==> src/rtl/dmem_arb.sv <==
// Two-port arbiter and access sequencer for the single-port data memory.
// Optional build macro DMEM_ARB_FIXED_PRIO_EN: port 0 always wins simultaneous requests.
module dmem_arb #(
  parameter int WIDTH = 32
) (
  input  logic               clk,
  input  logic               rst,

  input  logic               p0_req_valid,
  output logic               p0_req_ready,
  input  logic               p0_req_we,
  input  logic [WIDTH-1:0]   p0_req_addr,
  input  logic [1:0]         p0_req_size,
  input  logic               p0_req_unsigned,
  input  logic [WIDTH-1:0]   p0_req_wdata,
  output logic               p0_resp_valid,
  output logic [WIDTH-1:0]   p0_resp_rdata,
  output logic               p0_resp_err,

  input  logic               p1_req_valid,
  output logic               p1_req_ready,
  input  logic               p1_req_we,
  input  logic [WIDTH-1:0]   p1_req_addr,
  input  logic [1:0]         p1_req_size,
  input  logic               p1_req_unsigned,
  input  logic [WIDTH-1:0]   p1_req_wdata,
  output logic               p1_resp_valid,
  output logic [WIDTH-1:0]   p1_resp_rdata,
  output logic               p1_resp_err,

  output logic               mem_read,
  output logic               mem_write,
  output logic [WIDTH-3:0]   mem_addr,
  output logic [WIDTH-1:0]   mem_wdata,
  output logic [3:0]         mem_byteen,
  input  logic [WIDTH-1:0]   mem_rdata
);

  typedef enum logic [1:0] {IDLE, ACCESS, RESP} state_t;

  state_t           state;
  logic             rr_ptr;
  logic             mem_write_q;

  logic             req_port;
  logic             req_we;
  logic             req_uns;
  logic             req_err;
  logic [1:0]       req_off;
  logic [1:0]       req_size;

  logic             pick1;
  logic             accept;
  logic             sel_we;
  logic             sel_uns;
  logic [WIDTH-1:0] sel_addr;
  logic [WIDTH-1:0] sel_wdata;
  logic [1:0]       sel_size;
  logic             sel_ok;
  logic [WIDTH-1:0] load_val;

  function automatic logic is_aligned(input logic [1:0] off, input logic [1:0] size);
    case (size)
      2'd0:    return 1'b1;
      2'd1:    return ~off[0];
      2'd2:    return (off == 2'b00);
      default: return 1'b0;
    endcase
  endfunction

  function automatic logic [3:0] lane_enables(input logic [1:0] off, input logic [1:0] size);
    case (size)
      2'd0:    return 4'b0001 << off;
      2'd1:    return off[1] ? 4'b1100 : 4'b0011;
      default: return 4'b1111;
    endcase
  endfunction

  function automatic logic [WIDTH-1:0] lane_data(input logic [WIDTH-1:0] wdata,
                                                 input logic [1:0] size);
    case (size)
      2'd0:    return {(WIDTH/8){wdata[7:0]}};
      2'd1:    return {(WIDTH/16){wdata[15:0]}};
      default: return wdata;
    endcase
  endfunction

  // Right-justify the addressed lane, then sign- or zero-extend to full width.
  function automatic logic [WIDTH-1:0] load_extend(input logic [WIDTH-1:0] word,
                                                   input logic [1:0] off,
                                                   input logic [1:0] size,
                                                   input logic uns);
    logic [WIDTH-1:0] sh;
    logic signed [7:0]  b;
    logic signed [15:0] h;
    sh = word >> {off, 3'b000};
    b  = $signed(sh[7:0]);
    h  = $signed(sh[15:0]);
    case (size)
      2'd0:    return uns ? {{(WIDTH-8){1'b0}}, sh[7:0]}   : {{(WIDTH-8){b[7]}}, b};
      2'd1:    return uns ? {{(WIDTH-16){1'b0}}, sh[15:0]} : {{(WIDTH-16){h[15]}}, h};
      default: return sh;
    endcase
  endfunction

  always_comb begin
`ifdef DMEM_ARB_FIXED_PRIO_EN
    pick1 = p1_req_valid & ~p0_req_valid;
`else
    pick1 = p0_req_valid ? (p1_req_valid & rr_ptr) : (p1_req_valid | rr_ptr);
`endif
    accept    = (state == IDLE) & (pick1 ? p1_req_valid : p0_req_valid);
    sel_we    = pick1 ? p1_req_we       : p0_req_we;
    sel_uns   = pick1 ? p1_req_unsigned : p0_req_unsigned;
    sel_addr  = pick1 ? p1_req_addr     : p0_req_addr;
    sel_wdata = pick1 ? p1_req_wdata    : p0_req_wdata;
    sel_size  = pick1 ? p1_req_size     : p0_req_size;
    sel_ok    = is_aligned(sel_addr[1:0], sel_size);
  end

  assign p0_req_ready = (state == IDLE) & ~pick1;
  assign p1_req_ready = (state == IDLE) &  pick1;

  // The write strobe is gated by rst so an abandoned store never commits on the reset edge.
  assign mem_write = mem_write_q & ~rst;

  assign load_val = (req_we | req_err) ? '0 : load_extend(mem_rdata, req_off, req_size, req_uns);

  always_ff @(posedge clk) begin
    if (rst) begin
      state         <= IDLE;
      rr_ptr        <= 1'b0;
      mem_read      <= 1'b0;
      mem_write_q   <= 1'b0;
      mem_byteen    <= '0;
      mem_addr      <= '0;
      mem_wdata     <= '0;
      req_port      <= 1'b0;
      req_we        <= 1'b0;
      req_uns       <= 1'b0;
      req_err       <= 1'b0;
      req_off       <= '0;
      req_size      <= '0;
      p0_resp_valid <= 1'b0;
      p0_resp_rdata <= '0;
      p0_resp_err   <= 1'b0;
      p1_resp_valid <= 1'b0;
      p1_resp_rdata <= '0;
      p1_resp_err   <= 1'b0;
    end else begin
      case (state)
        // Grant: latch request and pre-register the memory-side strobes for ACCESS.
        IDLE: begin
          if (accept) begin
            req_port    <= pick1;
            req_we      <= sel_we;
            req_uns     <= sel_uns;
            req_err     <= ~sel_ok;
            req_off     <= sel_addr[1:0];
            req_size    <= sel_size;
            mem_addr    <= sel_addr[WIDTH-1:2];
            mem_wdata   <= lane_data(sel_wdata, sel_size);
            mem_read    <= sel_ok & ~sel_we;
            mem_write_q <= sel_ok &  sel_we;
            mem_byteen  <= sel_ok ? lane_enables(sel_addr[1:0], sel_size) : 4'b0000;
`ifdef DMEM_ARB_FIXED_PRIO_EN
            rr_ptr      <= 1'b0;
`else
            rr_ptr      <= ~pick1;
`endif
            state       <= ACCESS;
          end
        end
        // Memory access cycle: capture load data, build the response.
        ACCESS: begin
          mem_read      <= 1'b0;
          mem_write_q   <= 1'b0;
          mem_byteen    <= 4'b0000;
          p0_resp_valid <= ~req_port;
          p0_resp_rdata <= req_port ? '0 : load_val;
          p0_resp_err   <= ~req_port & req_err;
          p1_resp_valid <= req_port;
          p1_resp_rdata <= req_port ? load_val : '0;
          p1_resp_err   <= req_port & req_err;
          state         <= RESP;
        end
        // Response strobe cycle.
        RESP: begin
          p0_resp_valid <= 1'b0;
          p0_resp_rdata <= '0;
          p0_resp_err   <= 1'b0;
          p1_resp_valid <= 1'b0;
          p1_resp_rdata <= '0;
          p1_resp_err   <= 1'b0;
          state         <= IDLE;
        end
        default: state <= IDLE;
      endcase
    end
  end

endmodule

==> config.mk <==
export PLATFORM = sky130hd
export DESIGN_NAME = dmem_arb
export DESIGN_NICKNAME = d
export VERILOG_FILES = /design/src/rtl/dmem_arb.sv
export SDC_FILE = /design/constraint.sdc
export NUM_CORES = 1
export LEC_CHECK = 0
export ABC_AREA = 1
export BUFFER_PORTS_ARGS = -buffer_cell sky130_fd_sc_hd__buf_4
export CORE_UTILIZATION = 40
export DETAILED_ROUTE_END_ITERATION = 16
export PLACE_DENSITY = 0.72
export SYNTH_ARGS = -nofsm -noshare
export SYNTH_HDL_FRONTEND = slang
export SYNTH_SLANG_ARGS = --single-unit
==> constraint.sdc <==
create_clock -name clk -period 1.85 [get_ports clk]
set_clock_uncertainty 0.1 [all_clocks]
set_input_delay 0.555 -clock clk [delete_from_list [all_inputs] [get_ports clk]]
set_output_delay 0.555 -clock clk [all_outputs]
set_load 0.01 [all_outputs]
# Word level (Yosys, flattened, before mapping)
# Cells that the tools add are included.
dict set report op_classes {
  n_eq_ne 6
  n_shift 2
  muxes 32
  n_bitwise 17
  reduce_logical 8
}
# operator count
set ops {}
lappend ops {{32-bit case mux with 2 select lines} 4}
lappend ops {{32-bit 2-to-1 mux} 7}
lappend ops {{32-bit by 5-bit >> shifter with 32-bit output} 1}
lappend ops {{4-bit case mux with 2 select lines} 2}
lappend ops {{4-bit 2-to-1 mux} 3}
lappend ops {{1-bit case mux with 2 select lines} 6}
lappend ops {{1-bit bitwise AND} 9}
lappend ops {{2-bit zero test} 4}
lappend ops {{2-bit by 1-bit == test with 1-bit output (second input constant)} 3}
lappend ops {{1-bit 2-to-1 mux} 6}
lappend ops {{1-bit NOT} 6}
lappend ops {{2-bit == test (second input constant)} 2}
lappend ops {{2-bit 2-to-1 mux} 2}
lappend ops {{2-bit case mux with 2 select lines} 1}
lappend ops {{2-bit AND reduction} 2}
lappend ops {{2-bit nonzero test} 2}
lappend ops {{1-bit by 2-bit << shifter with 4-bit output (first input constant)} 1}
lappend ops {{1-bit case mux with 3 select lines} 1}
lappend ops {{2-bit inequality test (second input constant)} 1}
lappend ops {{1-bit OR} 2}
dict set report totals {
  ff_bits 147
  in_bits 172
  output_inout_bits 138
  word_cells 84
}

# Logic depth before layout (Yosys ltp)
dict set report depth {
  word_depth 8
  ltp_mapped 12
  depth_no_buf 11
}

# Worst setup path after synthesis
# Ideal clock, no wire load.
dict set report synth_path {
  path_kind {input port to output port}
  from {input port p1_req_valid}
  to {output port p0_req_ready}
  t_arrival_ns 1.340
  t_required_ns 1.195
  path_slack_ns -0.145
  stages 7
  path_buffers 2
  cell_sequence {nand2_1 -> nand2_4 -> nand2_4 -> inv_2 -> buf_4 -> buf_4 -> nor2_1}
}
dict set report synth_between {
  elab_chain_cells 4
  word_cells_on_any_way 5
  cone_classes {mux (1); bitwise (4)}
}
# item line_no
set synth_rtl {}
lappend synth_rtl {{start, declared} 20} ;# input logic p1_req_valid,
lappend synth_rtl {{1-bit OR / 1-bit bitwise AND (equally long branches)} 110} ;# pick1 = p0_req_valid ? (p1_req_valid & rr_ptr) : (p1_req_valid | rr_ptr);
lappend synth_rtl {{1-bit 2-to-1 mux (*)} 110}
lappend synth_rtl {{1-bit NOT (*)} 121} ;# assign p0_req_ready = (state == IDLE) & ~pick1;
lappend synth_rtl {{1-bit bitwise AND (*)} 121}
lappend synth_rtl {{end, declared} 10} ;# output logic p0_req_ready,
# Every way passes the cells marked *; elsewhere a longest branch is shown, timed or not.

# Final worst setup path
dict set report layout_path {
  from {register rr_ptr}
  to {output port p1_req_ready}
}
dict set report layout_between {
  elab_chain_cells 3
  word_cells_on_any_way 4
  cone_classes {mux (1); bitwise (3)}
}
# item line_no
set layout_rtl {}
lappend layout_rtl {{start, declared} 42} ;# logic rr_ptr;
lappend layout_rtl {{start signal, assigned} 169} ;# rr_ptr <= ~pick1;
lappend layout_rtl {{1-bit OR / 1-bit bitwise AND (equally long branches)} 110}
lappend layout_rtl {{1-bit 2-to-1 mux (*)} 110}
lappend layout_rtl {{1-bit bitwise AND (*)} 122} ;# assign p1_req_ready = (state == IDLE) & pick1;
lappend layout_rtl {{end, declared} 21} ;# output logic p1_req_ready,
# Marked as above.

==> flow_summary.json <==
{
  "min_delay_path_depth": 3,
  "cp_slowest_cell": "dfxtp_4",
  "hold_violations": 0,
  "ir_drop_uv": 676,
  "critical_path.cell_chain": "inv_2, nand2_4, nand2_8, buf_12, nor2_4, buf_6",
  "worst_hold_path_type": "primary input to register",
  "r2r-start": "rr_ptr",
  "synth_area_leader_cell": "dfxtp_1",
  "synthDistinctLibCells": 35,
  "ios": 310,
  "startpoint_type": "register",
  "period_needed_ns": 1.96,
  "ys_ff_latch": 147,
  "cts_buffers": 17,
  "via_per_inst": 5.10,
  "power.switching_uw": 4430,
  "syn2layout_area_growth_pct": 50.0,
  "cts_tree": "built",
  "grt_pass1_wl_mm": 37.3,
  "cp_max_fo": 4,
  "power_density_nw_per_um2": 1150,
  "gp_congestion": 0.949,
  "synth_top_area_share_pct": 41.6,
  "grt_max_degree": 110,
  "portBuffers": 309,
  "p_int_uw": 7730,
  "avgRoutedWirePerCell_um": 15.2,
  "fin_ws_ns": -0.106,
  "maxCapViolations": 0,
  "tightest_slew_ns": 0.663,
  "syn-cell-area_um2": 7080,
  "max_freq_mhz": 511,
  "reg2regPathDepth": 12,
  "netlist_instances": 1041,
  "vias": 8143,
  "syn_avg_cell_area_um2": 6.80,
  "p_seq_share_pct": 32.7,
  "path_class": "register to primary output",
  "htree_levels": 4,
  "hold_path_end": "mem_addr[6]",
  "rows": 48,
  "slowest_delay_ns": 0.38,
  "die_h_um": 135,
  "detail_route.wirelength_mm": 24.2,
  "finalCritPeriodShare_pct": 106,
  "nNetsFinal": 1537,
  "slew_headroom_pct": 55.3,
  "drive_gt1_share_pct": 33.4,
  "hold_start": "p1_req_addr[8]",
  "antenna_left": 0,
  "drcViolationCount": 0,
  "drt_iter0_markers": 609,
  "synth.most_common_cell": "nand2_1",
  "reg2reg_to": "mem_wdata[26]",
  "clkLatencyLatePin_ns": 0.41,
  "status": "finished, violations left",
  "worstPathRequired_ns": 1.19,
  "synth_flop_cell": "dfxtp_1",
  "ys_seq_area_share_pct": 41.6,
  "drv_slew": 0,
  "dieArea_um2": 18200,
  "syn_nets": 1217,
  "stdcell_area_um2": 10600,
  "dp_hpwl_mm": 17.8,
  "fp.dieW_um": 135,
  "setup_viol": 2,
  "leakage_uw": 0.00490,
  "postPlaceCellArea_um2": 9920,
  "track_usage_pct": 26.2,
  "path_clk_slew_ns": 0.06,
  "cts_buffer_depth": 2,
  "p_clk_share_pct": 27.1,
  "nFillCells": 1602,
  "yosys-top-cells-area": "dfxtp_1 (42%), nand2_1 (22%), a21oi_1 (7.9%)",
  "crit_path_end_kind": "primary output",
  "critical-path-top-delay-family": "flip-flops",
  "fin_cells": 1597,
  "critPathBufInv": 3,
  "core_area_um2": 17300,
  "violations": "setup timing",
  "synth_edf_count": 0,
  "clock_tree.root_cell": "clkbuf_16",
  "synthTopCellsByCount": "nand2_1 (416), dfxtp_1 (147), a21oi_1 (112), nand3_1 (49), o21ai_0 (44)",
  "r2r_slack_ns": 0.08,
  "grt_overflow": 0,
  "synth_warnings": 0,
  "synthArstFlopShare_pct": 0,
  "first_pass_iters": 5,
  "antenna_cells": 0,
  "p_comb_share_pct": 40.2,
  "start_util_pct": 40.9,
  "antenna_found_initial": 0,
  "grt_pass1_vias": 7455,
  "clkSinkCount": 147,
  "swShare_pct": 36.5,
  "rsz0062_at_grt": "yes",
  "place_inst": 1559,
  "cp.arrival_ns": 1.30
}
[cells in the final DEF, fill, tap and decap left out, types with 4 or more instances in the layout]
cell type / count
nand2_1: 413
buf_4: 359
dfxtp_1: 143
a21oi_1: 110
nand3_1: 49
o21ai_0: 44
a31oi_1: 39
inv_1: 37
nand4_1: 32
clkbuf_16: 17
nor2_1: 16
inv_2: 10
nand2_2: 10
buf_12: 10
o211ai_1: 9
o31ai_1: 7
or2_2: 6
nand2_4: 5
buf_6: 5
nor2_2: 4
clkbuf_8: 4
[stage by stage]
| stage | setup WS [ns] | setup TNS [ns] | util, % | total power (µW) | hold slack, ns |
|---|---|---|---|---|---|
| floorplan | -0.00143 | -0.00143 | - | 6730 | 0.344 |
| global placement | -0.115 | -4.91 | 57.4 | 8750 | 0.354 |
| detailed placement | -0.146 | -6.50 | 57.4 | 8790 | 0.358 |
| CTS | -0.125 | -0.237 | 61.0 | 12200 | 0.287 |
| global route | -0.162 | -0.373 | 61.4 | 12900 | 0.300 |
| finish | -0.106 | -0.185 | 61.4 | 12200 | 0.301 |
[layout make-up]
class / instances / area, µm² / share of cell area (%)
multi-input cells: 770 / 3660 / 34.5
repair buffers: 374 / 2950 / 27.8
inverters: 51 / 210 / 1.98
clock buffers: 23 / 488 / 4.59
clock inverters: 7 / 75.1 / 0.707
well taps: 225 / 282 / 2.65
flip-flops and latches: 147 / 2950 / 27.8
[sequential cells by signal, summed over array words and instances, names as in the netlist, 2 cells and up]
signal	cells
p0_resp_rdata	32
mem_byteen	4
mem_addr	30
p1_resp_rdata	32
state	2
req_size	2
mem_wdata	32
req_off	2
[worst max path at each step]
stage            startpoint             to  slack [ns]  cells past startpoint
2_1_floorplan  p1_req_valid   p0_req_ready      -0.001                      7
3_3_place_gp   p1_req_valid  mem_wdata[26]       -0.11                     12
3_5_place_dp   p1_req_valid  mem_wdata[26]       -0.15                     12
4_1_cts              rr_ptr   p1_req_ready       -0.13                      6
5_1_grt              rr_ptr   p1_req_ready       -0.16                      6
6_report             rr_ptr   p1_req_ready       -0.11                      6
[layer usage]
layer	vias up	GRT usage [%]	wire length (µm)
li1	4071	-	-
met1	3701	32.0	9750
met2	332	44.3	11900
met3	39	6.23	1860
met4	0	10.4	689
met5	-	0	0
[cells by family after synthesis]
group / Yosys count / share of synthesized area, %
and+or+nand+nor: 549 / 33.1
adders and majority gates: 4 / 0.707
AOI/OAI and AO/OA: 217 / 16.7
buffers and inverters: 124 / 7.94
DFF: 147 / 41.6
[what timing repair did]
item / CTS / global route
endpoints found under the setup margin: 3 / 46
hold buffers: 0 / 0
resized for setup: 15 / 12
hold endpoints to repair: 0 / 0
pin swaps: 3 / 1
buffers inserted: 4 / 4
[tightest hold or removal path, cell delays in order]
cell     delay [ns]
buf_4          0.08
nand2_1        0.04
a31oi_1        0.10
[power by group through the flow]
stage	combinational (µW)	sequential, µW	clock (µW)
2_1_floorplan	2550	4180	0
6_report	4890	3970	3290
3_3_place_gp	4730	4020	0
3_5_place_dp	4760	4020	0
5_1_grt	5350	4030	3500
4_1_cts	4840	3970	3340
Power figures use the tool's default switching activity.
